===== src/rtl/pipeline_hazard_ctrl.sv =====
// -----------------------------------------------------------------------------
// pipeline_hazard_ctrl
//   Central stall/flush controller for the 5-stage MIPS pipeline. It detects
//   load-use and HI/LO occupancy hazards, handles taken-branch redirects and
//   instruction-fetch wait states, and counts stalled cycles.
//
// Ports
//   clk, rstn          : clock (rising edge), async active-low reset
//   id_rs/id_rt        : source register fields of the instruction in ID
//   id_uses_rs/_rt     : ID instruction actually reads rs / rt
//   id_is_mdu          : ID holds mult/multu/div/divu
//   id_reads_hilo      : ID holds mfhi/mflo/mthi/mtlo
//   ex_mem_read, ex_rt : EX holds a load targeting ex_rt
//   ex_branch_taken    : branch/jump resolved taken in EX
//   imem_ready         : instruction memory data valid this cycle
//   pc_stall           : hold PC
//   if_id_stall        : hold IF/ID (load_stop_request)
//   if_id_flush        : load NOP into IF/ID
//   id_ex_bubble       : load NOP into ID/EX
//   mdu_busy           : HI/LO result still pending
//   stall_cycles       : saturating count of cycles with pc_stall=1
// -----------------------------------------------------------------------------
module pipeline_hazard_ctrl #(
    parameter int MDU_LATENCY = 4,
    parameter int CNT_W       = 16
) (
    input  logic             clk,
    input  logic             rstn,
    input  logic [4:0]       id_rs,
    input  logic [4:0]       id_rt,
    input  logic             id_uses_rs,
    input  logic             id_uses_rt,
    input  logic             id_is_mdu,
    input  logic             id_reads_hilo,
    input  logic             ex_mem_read,
    input  logic [4:0]       ex_rt,
    input  logic             ex_branch_taken,
    input  logic             imem_ready,
    output logic             pc_stall,
    output logic             if_id_stall,
    output logic             if_id_flush,
    output logic             id_ex_bubble,
    output logic             mdu_busy,
    output logic [CNT_W-1:0] stall_cycles
);

    localparam logic [3:0] MDU_LAT = 4'(MDU_LATENCY);

    logic [3:0]       mdu_cnt_q, mdu_cnt_d;
    logic [CNT_W-1:0] stall_cnt_q, stall_cnt_d;

    logic load_use, mdu_hz, stall;

    // $0 is never a real dependency: writes to it are discarded.
    assign load_use = ex_mem_read && (ex_rt != 5'd0) &&
                      ((id_uses_rs && (id_rs == ex_rt)) ||
                       (id_uses_rt && (id_rt == ex_rt)));
    assign mdu_hz   = (id_is_mdu || id_reads_hilo) && (mdu_cnt_q != 4'd0);
    assign stall    = load_use || mdu_hz;

    // Priority: redirect > ID hazard > fetch wait. The ID instruction is on
    // the wrong path during a redirect, so its hazards are irrelevant.
    // Everything is gated by rstn so outputs drop the instant reset asserts.
    always_comb begin
        pc_stall     = 1'b0;
        if_id_stall  = 1'b0;
        if_id_flush  = 1'b0;
        id_ex_bubble = 1'b0;
        if (rstn) begin
            if (ex_branch_taken) begin
                if_id_flush  = 1'b1;
                id_ex_bubble = 1'b1;
            end else if (stall) begin
                pc_stall     = 1'b1;
                if_id_stall  = 1'b1;
                id_ex_bubble = 1'b1;
            end else if (!imem_ready) begin
                pc_stall     = 1'b1;
                if_id_flush  = 1'b1;
            end
        end
    end

    assign mdu_busy     = (mdu_cnt_q != 4'd0);
    assign stall_cycles = stall_cnt_q;

    // A taken branch does not cancel an op already past ID; the count runs on.
    always_comb begin
        mdu_cnt_d = mdu_cnt_q;
        if (id_is_mdu && !stall && !ex_branch_taken)
            mdu_cnt_d = MDU_LAT;
        else if (mdu_cnt_q != 4'd0)
            mdu_cnt_d = mdu_cnt_q - 4'd1;
    end

    always_comb begin
        stall_cnt_d = stall_cnt_q;
        if (pc_stall && (stall_cnt_q != {CNT_W{1'b1}}))
            stall_cnt_d = stall_cnt_q + 1'b1;
    end

    always_ff @(posedge clk or negedge rstn) begin
        if (!rstn) begin
            mdu_cnt_q   <= 4'd0;
            stall_cnt_q <= '0;
        end else begin
            mdu_cnt_q   <= mdu_cnt_d;
            stall_cnt_q <= stall_cnt_d;
        end
    end

endmodule


===== config.mk =====
export PLATFORM = sky130hd
export DESIGN_NAME = pipeline_hazard_ctrl
export DESIGN_NICKNAME = d
export VERILOG_FILES = /design/src/rtl/pipeline_hazard_ctrl.sv
export SDC_FILE = /design/constraint.sdc
export NUM_CORES = 1
export LEC_CHECK = 0
export CAP_MARGIN = 30
export CORE_MARGIN = 3
export CORE_UTILIZATION = 43
export CTS_BUF_LIST = sky130_fd_sc_hd__clkbuf_16
export CTS_CLUSTER_SIZE = 8
export DETAILED_ROUTE_END_ITERATION = 8
export GPL_ROUTABILITY_DRIVEN = 0
export PLACE_DENSITY = 0.79
export SLEW_MARGIN = 0
export SYNTH_ARGS = -nofsm -noshare
export SYNTH_HDL_FRONTEND = slang
export SYNTH_SLANG_ARGS = --single-unit

===== constraint.sdc =====
create_clock -name clk -period 2.9 [get_ports clk]
set_input_delay 0.58 -clock clk [delete_from_list [all_inputs] [get_ports clk]]
set_output_delay 0.58 -clock clk [all_outputs]
set_load 0.02 [all_outputs]

-- After elaboration in Yosys (flattened, before gate mapping)
Cells that the tools add are included.
- add/sub/neg operators: 2
- equal/unequal tests: 3
- muxes and demuxes: 14
- reduce and logical (&&, ||, !) cells: 16
- operator list (cell ; count):
    16-bit by 1-bit adder with 16-bit output, second input constant ; 1
    16-bit != test, second input constant ; 1
    1-bit 2-to-1 mux ; 12
    5-bit equality test ; 2
    1-bit logical AND ; 8
    4-bit 2-to-1 mux ; 2
    5-bit nonzero test ; 1
    4-bit nonzero test ; 1
    4-bit by 1-bit subtractor with 4-bit output, second input constant ; 1
    1-bit logical OR ; 3
    1-bit logical NOT ; 2
    2-bit nonzero test ; 1
- bits in registers: 20
- input bits: 24
- output and inout port bits: 21
- word-level logic and storage cells: 37

-- Depth between registers and ports, before layout
Gate-level depths: netlist of run 1.
- depth in word-level cells: 9
- mapped depth: 10

-- Worst setup path after synthesis of run 1
OpenSTA, ideal clock, no wires.
- kind: reg2out
- from: reg mdu_cnt_q[0]
- to: out pc_stall
- arrival time: 1.858 ns
- data required time: 2.320 ns
- slack: 0.462 ns
- stages on the path, launching flop included: 9
- buffers on the path: 2
- cells stage by stage: dfrtp_1 > inv_1 > ha_1 > or3b_2 > clkbuf_1 > o21ai_0 > a21o_1 > o31ai_4 > buf_4
- word-level cells in the longest chain between the ends: 6
- RTL lines (what ; line ; text):
    from (decl) ; 49 ; logic [3:0] mdu_cnt_q, mdu_cnt_d;
    from (signal assigned) ; 107 ; mdu_cnt_q <= mdu_cnt_d;
    4-bit nonzero test ; n/a ;
    named net mdu_busy ; 43 ; output logic mdu_busy,
    1-bit logical AND ; 58 ; assign mdu_hz = (id_is_mdu || id_reads_hilo) && (mdu_cnt_q != 4'd0);
    1-bit logical OR ; 59 ; assign stall = load_use || mdu_hz;
    1-bit 2-to-1 mux ; 73 ; end else if (stall) begin
    1-bit 2-to-1 mux ; 70 ; if (ex_branch_taken) begin
    1-bit 2-to-1 mux ; 69 ; if (rstn) begin
    to (decl) ; 39 ; output logic pc_stall,
The timed path passes the listed nets, and every way through them passes these cells.

-- Final worst setup path of run 1
- from: in ex_rt[0]
- to: out if_id_flush
- word-level cells in the longest chain between the ends: 8
- elaborated cells between the ends (all ways): 12
- classes of those cells: eq/ne (2); mux (3); reduce/logical (7)
- RTL lines (what ; line ; text):
    from (decl) ; 36 ; input logic [4:0] ex_rt,
    5-bit equality test (on tied branches) ; 56, 57 ;
    1-bit logical AND (on tied branches) ; 56, 57 ;
    1-bit logical OR ; 56 ; ((id_uses_rs && (id_rs == ex_rt)) ||
    1-bit logical AND * ; 55 ; assign load_use = ex_mem_read && (ex_rt != 5'd0) &&
    1-bit logical OR * ; 59 ;
    1-bit 2-to-1 mux * ; 73 ;
    1-bit 2-to-1 mux * ; 70 ;
    1-bit 2-to-1 mux * ; 69 ;
    to (decl) ; 41 ; output logic if_id_flush,
Every way passes the cells marked *; elsewhere a longest branch is shown, timed or not.

==> parameters.txt, run 1 <==
Parameter                              Value

Timing
  Min Hold Slack    0.488 ns
  Max-slew violation count    0
  Number of setup violations in the final report    0
  Final hold vios    0
  Timing-limited maximum frequency    354 MHz
  Clock skew    0.00383 ns
  Least-Margin Pin Slew    0.420 ns
  Worst Setup Slack, final    0.0785 ns
  Tcrit/Tclk final    97.3%
  Worst slew margin relative to its limit    72.0%
  Shortest period the worst path allows    2.82 ns

Critical path
  Length in cells of the worst reg-to-reg path    9
  Critical Path Fanout Max    4
  Launching instance or port of the critical path    ex_rt[0]
  Worst Setup End Kind    output pin
  Endpoint required time on the critical path    2.32 ns
  Critical path class    input port to output pin
  Signal arrival time at the worst endpoint    2.24 ns
  Reg-to-Reg End    stall_cycles[1]
  Worst-case register-to-register setup slack    0.56 ns
  Crit path launch type    input port
  Reg-to-reg startpoint    mdu_cnt_q[0]

Clock tree
  Number of H-tree branching levels    1
  TritonCTS buffer count    3
  Clock net sink count    20
  Clock latency of the later-clocked register in the worst-skew pair    0.25 ns
  TritonCTS clock tree    yes
  Quantity of hold-fixing buffers added after cts    0
  Max Buffers Root-to-Sink    2
  Root cell of the clock tree    sky130_fd_sc_hd__clkbuf_16
  Clock transition at the registers of the reported paths    0.06 ns

Drt
  Via density per instance    5.27
  Detailed Route Iter0 Violations    34
  Drt first pass iters    4
  Final routed DRC violation total    0
  Remaining antenna violation count after routing    0
  Via count of the routed design    1028
  Total Routed Length    2.80 mm
  Per-cell routed wire length    14.3 um

Finish
  Most frequent standard cell in the layout excluding fill and tap cells    sky130_fd_sc_hd__clkdlybuf4s50_1
  Post-layout instance count excluding filler cells    195
  Filler Cells Inserted    187
  Layout-stage area growth over the synthesis result    53.0%
  Antenna diodes    0
  Final design instance area without fill    1790 sq um
  Post-route core utilization    71.0%
  Highest-count cells in the layout ignoring fill and taps    34 x sky130_fd_sc_hd__clkdlybuf4s50_1, 20 x sky130_fd_sc_hd__dfrtp_1, 16 x sky130_fd_sc_hd__xnor2_1
  Ratio of cells with drive above 1 in the final layout    13.3%
  Post-layout nets    193

Power
  Proportion of power drawn by combinational gates    35.5%
  Pleak    0.819 nW
  Register share of total power    33.4%
  Total net switching power    369 uW
  Switching Share    30.2%
  Power Density    682 nW/um^2
  VDD IR-drop max    0.000577 V
  Clock group share of total power    31.1%
  Internal Pwr Total    852 uW

Floorplanning
  Overall die width    58.2 um
  Std-Cell Rows    18
  Effective utilization at floorplan    46.4%
  Floorplan core area    2520 sq um
  DIE AREA    3390 sq um
  Die span in y    58.2 um
  IO Pins    45

Yosys
  Dominant cells by area after synthesis    sky130_fd_sc_hd__dfrtp_1 43%, sky130_fd_sc_hd__xnor2_1 12%, sky130_fd_sc_hd__xor2_1 6.7%, sky130_fd_sc_hd__and3_1 5.3%, sky130_fd_sc_hd__nand3_1 5.1%
  Post-synth net total    141
  Distinct cells, synth    33
  Post-synthesis register bit count    20
  Gate Count Post-Synth    114
  Post-Syn Area    1170 sq um
  Yosys Warn Count    0
  Sequential-to-total area share from yosys stat    42.7%
  Post-synth top area share    42.7%
  Avg Synthesized Cell Area    10.3 sq um
  Post-synth top area cell    sky130_fd_sc_hd__dfrtp_1

Placed design
  Port-buffer cells    44
  Inst Count DP    189
  Post-place setup slack    -0.542 ns
  HPWL after detailed placement    2.08 mm
  Post-DP Area    1660 sq um

Hold path
  Instance count along the most critical hold path    1
  Hold path startpoint    stall_cycles[8]
  Worst hold-check path type    flip-flop to flip-flop
  Worst Hold End    stall_cycles[8]

GRT
  Vias in the first global route    1016
  Total grt overflow    0
  Overall fraction of global-route tracks in use    17.5%
  Largest net degree at the start of global routing    23
  Global routing met2 resource utilization    30.8%
  Grt peak-use layer    met2
  Number of antenna violations at the first check in global routing    0
  Met1 Resource Use GR    20.3%
  Fraction of met3 tracks used by global routing    4.90%
  First-pass GRT wire length    4.50 mm

Outcome
  Outcome    finished, final reports clean

Job
  Reported max-cap violation count    0
==> stage by stage <==
| step | power, mW | setup TNS (ns) |
|---|---|---|
| after global placement | 0.818 | -1.66 |
| after CTS | 1.22 | 0 |
| final | 1.22 | 0 |
| after detailed placement | 0.834 | -1.85 |
| after floorplan | 0.645 | 0 |
| after global routing | 1.29 | -0.0821 |
==> area by class of cell <==
type	count	area (sq um)	area share [%]
inverter	2	7.51	0.419
clock inverter	1	30.0	1.68
clock buffer	3	75.1	4.19
multi-input combinational	89	662	36.9
sequential	20	500	27.9
timing repair buffer	50	479	26.7
tap	30	37.5	2.09
==> critical path, stage by stage <==
cell and delay, ns:
sky130_fd_sc_hd__clkdlybuf4s50_1 0.55, sky130_fd_sc_hd__xor2_1 0.22, sky130_fd_sc_hd__nor4_2 0.07, sky130_fd_sc_hd__a32oi_1 0.33
sky130_fd_sc_hd__o21ai_2 0.14, sky130_fd_sc_hd__nor2_1 0.10, sky130_fd_sc_hd__o21a_1 0.12, sky130_fd_sc_hd__buf_4 0.13
==> sequential cells by signal (all words and copies together), names as in the netlist <==
register / cells
stall_cycles: 16
mdu_cnt_q: 4
==> power by group through the flow <==
stage	Sequential [mW]	Combinational, mW	Clock [mW]
after CTS	0.408	0.427	0.382
final	0.408	0.433	0.380
after floorplan	0.445	0.200	0
after global placement	0.409	0.409	0
after detailed placement	0.412	0.422	0
after global routing	0.420	0.474	0.391
==> worst max path at each step <==
stage	slack [ns]	end
6_report	0.08	if_id_flush
5_1_grt	-0.06	if_id_flush
4_1_cts	0.003	if_id_flush
3_5_place_dp	-0.54	if_id_stall
3_3_place_gp	-0.44	if_id_stall
2_1_floorplan	0.46	pc_stall
==> cells in the mapped netlist, drive strengths merged <==
cell	instances
nor2	4
nand3	12
and3	10
inv	2
xnor2	16
mux2	3
or3b	1
xor2	9
and2	3
nand4	3
a211oi	1
nand2	4
o21a	2
nor4	2
o21ai	3
nand4b	1
nand2b	1
ha	3
buf	2
clkbuf	1
and4	1
or3	1
nor3	1
dfrtp	20
nor2b	1
a21o	3
o31ai	1
a32oi	1
nor3b	1
or4	1
==> repair_timing <==
action | 4_1_cts | 5_1_grt
endpoints found under the setup margin | 4 | 4
pin swaps | 4 | 3
resized for setup | 19 | 7
hold endpoints to repair | 0 | 0
buffers inserted | 1 | 1
==> cells by family (layout without fill, tap and decap cells) <==
kind of cell             count (synthesis)  in the layout  synth area share [%]
flip-flops                              20             20                  42.7
XOR/XNOR                                25             25                  18.7
multiplexers                             3              3                  2.88
AO/OA/AOI/OAI                           11             11                  7.69
AND/OR/NAND/NOR                         47             47                  22.9
buffers and inverters                    5             56                  1.92
adder cells (fa/ha/maj)                  3              3                  3.21
==> per-layer routing <==
layer	vias to the layer above	share of wire, %	routed length [um]
li1	506	-	-
met2	39	51	1420
met3	6	6.4	179
met5	-	0	0
met1	477	41	1140
met4	0	2.1	60
Note: power is estimated with default switching activity, not from simulation.
==> run 2: changes to the inputs <==
Settings changed: CORE_UTILIZATION 43 to 39, PLACE_DENSITY 0.79 to 0.75.
Clock period 2.9 ns to 2.5 ns, I/O delays scaled along.
==> run 2 against run 1 <==
Compared with the run above:
- routed wire length increased by 3.8%
- final cell count up 5.1%
- setup slack lost 0.012 ns
- count of clock-buffer cells in the layout stayed put
- sequential share of layout area fell by 1.3 points
- clock skew decreased by 0.0025 ns
- clock power rose by 13%
- critical endpoint is now id_ex_bubble
- largest cell class unchanged
- largest power group unchanged
- highest routed layer unchanged
==> parameters.txt, run 2 (synthesized netlist as in run 1, its figures left out) <==
Parameter                              Value

Critical path
  Critical Path Fanout Max    4 (unchanged)
  Worst-case register-to-register setup slack    0.40 ns (was 0.56 ns)
  Critical path class    input port to output pin (unchanged)
  Crit path launch type    input port (unchanged)
  Worst Setup End Kind    output pin (unchanged)
  Endpoint required time on the critical path    2.00 ns (was 2.32 ns)
  Signal arrival time at the worst endpoint    1.93 ns (was 2.24 ns)

Drt
  Detailed Route Iter0 Violations    40 (was 34)
  Drt first pass iters    4 (unchanged)
  Met3 routed WL    156 um (was 179 um)
  Met2 routed wirelength    1.62 mm (was 1.42 mm)
  Remaining antenna violation count after routing    0 (unchanged)
  Final routed DRC violation total    0 (unchanged)
  Uppermost metal layer occupied by signal nets    met4 (unchanged)
  Routed length on met1    1.08 mm (was 1.14 mm)
  Per-cell routed wire length    14.2 um (was 14.3 um)
  Via count of the routed design    1080 (was 1028)
  Via density per instance    5.27 (about the same)
  Total Routed Length    2.90 mm (was 2.80 mm)

Clock tree
  Clock net sink count    20 (unchanged)
  Number of H-tree branching levels    1 (unchanged)
  Clock transition at the registers of the reported paths    0.05 ns (was 0.06 ns)
  Clock latency of the later-clocked register in the worst-skew pair    0.25 ns (about the same)
  TritonCTS buffer count    3 (unchanged)
  Max Buffers Root-to-Sink    2 (unchanged)
  TritonCTS clock tree    yes (unchanged)
  Root cell of the clock tree    sky130_fd_sc_hd__clkbuf_16 (unchanged)

Timing
  Final hold vios    0 (unchanged)
  Least-Margin Pin Slew    0.369 ns (was 0.420 ns)
  Shortest period the worst path allows    2.43 ns
  Tcrit/Tclk final    97.3%
  Timing-limited maximum frequency    411 MHz
  Clock skew    0.00135 ns (was 0.00383 ns)
  Worst slew margin relative to its limit    75.4% (was 72.0%)
  Number of setup violations in the final report    0 (unchanged)
  Max-slew violation count    0 (unchanged)
  Worst Setup Slack, final    0.0667 ns (was 0.0785 ns)

Finish
  Max FFs per register    16 (unchanged)
  Layout-stage area growth over the synthesis result    60.4% (was 53.0%)
  Most frequent standard cell in the layout excluding fill and tap cells    sky130_fd_sc_hd__clkdlybuf4s50_1 (unchanged)
  Final design instance area without fill    1880 sq um (was 1790 sq um)
  Post-layout instance count excluding filler cells    205 (was 195)
  Post-route core utilization    66.9% (was 71.0%)
  Ratio of cells with drive above 1 in the final layout    26.4% (was 13.3%)
  Highest-count cells in the layout ignoring fill and taps    24 x sky130_fd_sc_hd__clkdlybuf4s50_1, 20 x sky130_fd_sc_hd__dfrtp_1, 15 x sky130_fd_sc_hd__xnor2_1, 15 x sky130_fd_sc_hd__buf_4, 12 x sky130_fd_sc_hd__nand3_1 (was 34 x sky130_fd_sc_hd__clkdlybuf4s50_1, 20 x sky130_fd_sc_hd__dfrtp_1, 16 x sky130_fd_sc_hd__xnor2_1)
  Post-layout nets    202 (was 193)
  Antenna diodes    0 (unchanged)

Hold path
  Worst hold-check path type    flip-flop to flip-flop (unchanged)

Power
  PnR Total Power    1.48 mW (was 1.22 mW)
  Pleak    0.860 nW (was 0.819 nW)
  VDD IR-drop max    0.000572 V (was 0.000577 V)
  Power Density    787 nW/um^2 (was 682 nW/um^2)

Placed design
  Post-DP Area    1730 sq um (was 1660 sq um)
  Post-place setup slack    -0.742 ns (was -0.542 ns)
  HPWL after detailed placement    2.21 mm (was 2.08 mm)
  Inst Count DP    199 (was 189)
  Port-buffer cells    44 (unchanged)

GRT
  Number of antenna violations at the first check in global routing    0 (unchanged)
  Total grt overflow    0 (unchanged)
  Vias in the first global route    1102 (was 1016)
  First-pass GRT wire length    4.48 mm (was 4.50 mm)
  Overall fraction of global-route tracks in use    16.2% (was 17.5%)
  Largest net degree at the start of global routing    21 (was 23)

Floorplanning
  Floorplan core area    2810 sq um (was 2520 sq um)
  Overall die width    60.8 um (was 58.2 um)
  IO Pins    45 (unchanged)
  Effective utilization at floorplan    41.7% (was 46.4%)
  DIE AREA    3700 sq um (was 3390 sq um)
  Die span in y    60.8 um (was 58.2 um)
  Std-Cell Rows    19 (was 18)

Job
  Reported max-cap violation count    0 (unchanged)

Outcome
  Outcome    finished, final reports clean (unchanged)
==> run 2: cell types whose count changed in the layout (fill, tap and decap cells not counted), moves of 2 or more <==
cell,previous run,this run
sky130_fd_sc_hd__clkbuf_2,0,6
sky130_fd_sc_hd__dlymetal6s2s_1,5,2
sky130_fd_sc_hd__buf_6,0,2
sky130_fd_sc_hd__clkdlybuf4s50_1,34,24
sky130_fd_sc_hd__buf_4,7,15
sky130_fd_sc_hd__xor2_2,0,2
sky130_fd_sc_hd__dlygate4sd2_1,1,4
sky130_fd_sc_hd__xor2_1,9,7
sky130_fd_sc_hd__clkdlybuf4s15_1,0,3
==> run 2: worst paths after layout <==
path	from	end	depth (start not counted)
max	ex_rt[1]	id_ex_bubble	8
min	stall_cycles[8]	stall_cycles[8]	1
max reg2reg	mdu_cnt_q[0]	stall_cycles[15]	9
min reg2reg	stall_cycles[8]	stall_cycles[8]	1
max in group asynchronous	rstn	stall_cycles[9]	3
min in group asynchronous	rstn	stall_cycles[13]	3
==> run 2: report_power, final <==
| part | internal, mW | switching (mW) | total (mW) |
|---|---|---|---|
| Sequential | 0.402 | 0.0695 | 0.471 |
| Combinational | 0.323 | 0.254 | 0.577 |
| Clock | 0.317 | 0.113 | 0.430 |
==> run 2: final cells by class <==
cell class | count | area (sq um)
Fill cell | 231 | 927
Timing Repair Buffer | 59 | 517
Multi-Input combinational cell | 89 | 709
Sequential cell | 20 | 500
Inverter | 2 | 7.51
Tap cell | 31 | 38.8
Clock inverter | 1 | 30.0
Clock buffer | 3 | 75.1
==> run 2: worst max-delay path: stages <==
cell	delay (ns)
sky130_fd_sc_hd__buf_2	0.13
sky130_fd_sc_hd__xor2_2	0.17
sky130_fd_sc_hd__nor4_2	0.30
sky130_fd_sc_hd__a32oi_2	0.20
sky130_fd_sc_hd__o21ai_2	0.25
sky130_fd_sc_hd__buf_4	0.15
sky130_fd_sc_hd__o21a_1	0.13
sky130_fd_sc_hd__buf_6	0.11
==> run 2: what timing repair did <==
action / 4_1_cts / 5_1_grt
hold buffers: 0 / 0
resized for setup: 44 / 23
pin swaps: 9 / 10
cloned: 0 / 0
endpoints found under the setup margin: 5 / 4
buffers inserted: 1 / 1
==> run 2: layer usage <==
metal	up-vias	GRT usage, %
li1	526	-
met1	514	17.3
met2	34	30.5
met3	6	4.04
met4	0	5.57
met5	-	0
==> run 2: per-stage QoR <==
step | TNS, ns | hold slack (ns)
finish | 0 | 0.490
global route | -0.00864 | 0.516
CTS | 0 | 0.496
detailed placement | -4.27 | 0.486
global placement | -3.47 | 0.478
floorplan | 0 | 0.204
==> run 3: changes to the inputs <==
Settings changed: ABC_CLOCK_PERIOD_IN_PS set to 3000, CORE_UTILIZATION 39 to 46, PLACE_DENSITY 0.75 to 0.83, SLEW_MARGIN 0 to unset.
Clock period 2.5 ns to 3 ns, I/O delays scaled along.
==> run 3 against run 2 <==
Compared with the run above:
- sequential share of layout area is 1.5 points higher
- highest routed layer unchanged
- total power is 27% lower
- largest cell class unchanged
- count of clock-buffer cells in the layout stayed put
- via count is 2.3% lower
- flip-flop and latch count stayed put
==> parameters.txt, run 3 (synthesized netlist as in run 1, its figures left out) <==
Parameter                              Value

Outcome
  Outcome    finished, final reports clean (unchanged)

Placed design
  Port-buffer cells    44 (unchanged)
  HPWL after detailed placement    2.21 mm (about the same)
  Post-DP Area    1690 sq um (was 1730 sq um)
  Post-place setup slack    -0.382 ns (was -0.742 ns)

Power
  Clock group share of total power    25.1% (was 29.1%)
  Proportion of power drawn by combinational gates    38.5% (was 39.0%)
  VDD IR-drop max    0.000575 V (was 0.000572 V)
  Power Density    609 nW/um^2 (was 787 nW/um^2)
  Pleak    0.802 nW (was 0.860 nW)
  Internal Pwr Total    734 uW (was 1.04 mW)
  Switching Share    32.0% (was 29.5%)
  Register share of total power    36.4% (was 31.9%)
  Total net switching power    346 uW (was 436 uW)

Job
  Reported max-cap violation count    0 (unchanged)

Critical path
  CP Cell Sequence    clkdlybuf4s50_1, xor2_1, nor4_1, a32oi_1, buf_4, o31ai_4, buf_2 (was buf_2, xor2_2, nor4_2, a32oi_2, o21ai_2, buf_4, o21a_1, buf_6)
  Worst Setup End Kind    output pin (unchanged)
  Largest incremental delay on the critical path    0.47 ns (was 0.30 ns)
  Critical Path Fanout Max    3 (was 4)
  Endpoint required time on the critical path    2.40 ns (was 2.00 ns)
  Critical path class    input port to output pin (unchanged)
  Crit path launch type    input port (unchanged)
  Signal arrival time at the worst endpoint    2.28 ns (was 1.93 ns)
  Worst path slowest cell    sky130_fd_sc_hd__clkdlybuf4s50_1 (was sky130_fd_sc_hd__nor4_2)

Timing
  Final hold vios    0 (unchanged)
  RSZ-0062 raised after global routing    no
  Shortest period the worst path allows    2.88 ns
  Clock skew    0.00340 ns (was 0.00135 ns)
  Number of setup violations in the final report    0 (unchanged)
  Timing-limited maximum frequency    348 MHz
  Max-slew violation count    0 (unchanged)
  Worst slew margin relative to its limit    75.2% (was 75.4%)
  Least-Margin Pin Slew    0.371 ns (was 0.369 ns)
  Worst Setup Slack, final    0.123 ns (was 0.0667 ns)
  Tcrit/Tclk final    95.9%

Finish
  Post-layout nets    196 (was 202)
  Most frequent standard cell in the layout excluding fill and tap cells    sky130_fd_sc_hd__clkdlybuf4s50_1 (unchanged)
  Highest-count cells in the layout ignoring fill and taps    37 x sky130_fd_sc_hd__clkdlybuf4s50_1, 20 x sky130_fd_sc_hd__dfrtp_1, 16 x sky130_fd_sc_hd__xnor2_1 (was 24 x sky130_fd_sc_hd__clkdlybuf4s50_1, 20 x sky130_fd_sc_hd__dfrtp_1, 15 x sky130_fd_sc_hd__xnor2_1, 15 x sky130_fd_sc_hd__buf_4, 12 x sky130_fd_sc_hd__nand3_1)
  Post-route core utilization    76.6% (was 66.9%)
  Ratio of cells with drive above 1 in the final layout    14.3% (was 26.4%)
  Layout-stage area growth over the synthesis result    51.6% (was 60.4%)
  Final design instance area without fill    1780 sq um (was 1880 sq um)
  Max FFs per register    16 (unchanged)
  Antenna diodes    0 (unchanged)

Clock tree
  TritonCTS clock tree    yes (unchanged)
  Clock latency of the later-clocked register in the worst-skew pair    0.25 ns (about the same)
  Clock net sink count    20 (unchanged)
  Clock transition at the registers of the reported paths    0.06 ns (was 0.05 ns)
  TritonCTS buffer count    3 (unchanged)
  Max Buffers Root-to-Sink    2 (unchanged)
  Number of H-tree branching levels    1 (unchanged)
  Root cell of the clock tree    sky130_fd_sc_hd__clkbuf_16 (unchanged)

Drt
  Detailed Route Iter0 Violations    23 (was 40)
  Final routed DRC violation total    0 (unchanged)
  Remaining antenna violation count after routing    0 (unchanged)
  Via count of the routed design    1055 (was 1080)
  Drt first pass iters    4 (unchanged)
  Via density per instance    5.38 (was 5.27)
  Per-cell routed wire length    15.1 um (was 14.2 um)
  Total Routed Length    2.96 mm (was 2.90 mm)

Floorplanning
  Die span in y    56.5 um (was 60.8 um)
  Std-Cell Rows    17 (was 19)
  Overall die width    56.5 um (was 60.8 um)
  Floorplan core area    2320 sq um (was 2810 sq um)
  IO Pins    45 (unchanged)
  Effective utilization at floorplan    50.5% (was 41.7%)
  DIE AREA    3190 sq um (was 3700 sq um)

GRT
  Vias in the first global route    1117 (was 1102)
  First-pass GRT wire length    5.07 mm (was 4.48 mm)
  Total grt overflow    0 (unchanged)
  Number of antenna violations at the first check in global routing    0 (unchanged)
  Largest net degree at the start of global routing    23 (was 21)
  Overall fraction of global-route tracks in use    19.9% (was 16.2%)

Hold path
  Worst hold-check path type    flip-flop to flip-flop (unchanged)
run 3: cell count changes in the layout (fill, tap and decap cells not counted), sizes merged:
cell and delta:
clkinv +1, buf -7, bufinv -1, clkbuf -5
clkdlybuf4s50 +13, dlygate4sd2 -4, clkdlybuf4s15 -4, dlymetal6s2s +1
run 3: path summary, 6_finish.rpt:
kind / start / to / slack (ns) / cells after the start
worst max-delay path: ex_rt[3] / pc_stall / 0.12 / 7
worst min-delay path: mdu_cnt_q[3] / mdu_cnt_q[3] / 0.50 / 1
worst max register to register: mdu_cnt_q[0] / stall_cycles[1] / 0.69 / 9
worst min register to register: mdu_cnt_q[3] / mdu_cnt_q[3] / 0.50 / 1
max in group asynchronous: rstn / stall_cycles[3] / 2.04 / 2
min in group asynchronous: rstn / mdu_cnt_q[1] / 0.74 / 2
run 3: timing repair:
item	in CTS	in global routing
hold buffers	0	0
pin swaps	4	3
setup endpoints to repair	4	4
setup buffers	1	0
gates resized for setup	14	7
run 3: cell type report:
class,instances,area [sq um]
Timing Repair Buffer,53,495
Sequential cell,20,500
Inverter,2,7.51
Multi-Input combinational cell,89,658
Tap cell,28,35.0
Fill cell,163,543
Clock inverter,1,3.75
Clock buffer,3,75.1
run 3: per-layer routing:
layer	vias to the layer above	global-route usage, %	wire length [um]
met5	-	0	0
met4	0	5.08	20
met3	4	5.52	105
met2	27	34.5	1590
met1	514	24.2	1240
li1	510	-	-
run 3: power by group through the flow:
stage | combinational, mW | sequential, mW | clock [mW]
after global placement | 0.403 | 0.394 | 0
after global routing | 0.458 | 0.404 | 0.285
after detailed placement | 0.414 | 0.397 | 0
final | 0.416 | 0.393 | 0.272
after floorplan | 0.193 | 0.431 | 0
after CTS | 0.424 | 0.394 | 0.278
run 3: critical path, delay by kind of cell:
family,cells,cell delay [ns]
buffers and inverters,3,0.86
AO/OA/AOI/OAI,2,0.36
XOR/XNOR,1,0.18
AND/OR/NAND/NOR,1,0.27
run 3: stage by stage:
step | TNS [ns] | hold slack (ns) | total power [mW] | std cells
after global routing | 0 | 0.521 | 1.15 | 196
after detailed placement | -1.46 | 0.490 | 0.811 | 191
after floorplan | 0 | 0.304 | 0.624 | 114
after CTS | 0 | 0.499 | 1.10 | 196
after global placement | -1.29 | 0.478 | 0.797 | 191
final | 0 | 0.498 | 1.08 | 196
==> variant, RTL diff (config.mk and constraints of run 2) <==
Change the parameter `CNT_W` from 16 to 24.
--- a/src/rtl/pipeline_hazard_ctrl.sv
+++ b/src/rtl/pipeline_hazard_ctrl.sv
@@ -23,5 +23,5 @@
 module pipeline_hazard_ctrl #(
     parameter int MDU_LATENCY = 4,
-    parameter int CNT_W       = 16
+    parameter int CNT_W       = 24
 ) (
     input  logic             clk,
Ports: changed (resized stall_cycles); port bits go from 45 to 53. The function was not compared with the original's and may differ.
==> variant against run 2 <==
- die area increased by 28%
- routed wire length is 44% higher
- setup slack lost 9.8 ps
- final cell count increased by 36%
- combinational power grew 5.9%
- utilization down 0.71 points
- non-clock buffer count increased by 13
- sequential cell count grew 8
- power up 17%
- synthesized cell count rose by 36%
- maximum frequency shrank 0.40%
- design area is 32% higher
- sequential power increased by 37%
- area after synthesis rose by 32%
- critical endpoint is now stall_cycles[3]
- largest power group is now sequential cells
==> variant: results (changes against run 2) <==
* Status: finished, final reports clean (unchanged)
* Global-route wire length before repair at 6540 um (was 4480 um)
* Multi-input logic portion of the cell area at 0.369 (was 0.378)
* Clock network area share at 0.0424 (was 0.0560)
* Crit Reg-Reg Startpoint: stall_cycles[9] (was mdu_cnt_q[0])
* Measured slew at the worst slew-check pin at 454 ps (was 369 ps)
* Synth Area in Compound Gates at 0.0519 (was 0.0769)
* Layout cell share with drive strength beyond 1 at 0.222 (was 0.264)
* DP Area at 2250 um2 (was 1730 um2)
* Met2 Use GR at 0.327 (was 0.305)
* Initial DRC Count at 45 (was 40)
* GRT Overall Usage at 0.184 (was 0.162)
* Switch Pwr at 546 uW (was 436 uW)
* LEAKAGE at 1.14 nW (was 0.860 nW)
* Mapped Cells at 155 (was 114)
* Invs w/o clock at 7 (was 2)
* Pwr Density at 695 nW/um2 (was 787 nW/um2)
* Net Count, Synth at 182 (was 141)
* Hold Crit Endpoint: stall_cycles[12] (was stall_cycles[8])
* Maximum vdd drop at 0.479 mV (was 0.572 mV)
* Via density at 5.17 (was 5.27)
* Pre-CTS WS at -644 ps (was -742 ps)
* NonClk Buf Share at 0.270 (was 0.275)
* Power Clock at 469 uW (was 430 uW)
* Detailed placement HPWL at 2880 um (was 2210 um)
* Sequential power at 643 uW (was 471 uW)
==> variant: cell count changes after synthesis, sizes merged, moves of 2 or more <==
cell / run 2 / this run
and2: 3 / 0
and3: 10 / 1
dfrtp: 20 / 28
inv: 2 / 7
nand2: 4 / 15
nand3: 12 / 7
nand4: 3 / 5
nor2: 4 / 15
nor3: 1 / 10
nor4: 2 / 6
o21ai: 3 / 1
xor2: 9 / 17
==> variant: worst max-delay path, cell delays in order <==
cell	delay, ps
clkdlybuf4s50_1	490
xnor2_1	130
nand4_1	120
o22ai_2	180
a21boi_2	100
buf_4	150
a221o_4	500
buf_6	150
nor2_1	120
xor2_1	170
==> variant: repair_timing <==
action / in CTS / in global routing
pin swaps: 7 / 16
buffers inserted: 0 / 0
endpoints found under the setup margin: 28 / 16
gates cloned: 1 / 1
resized for setup: 34 / 16
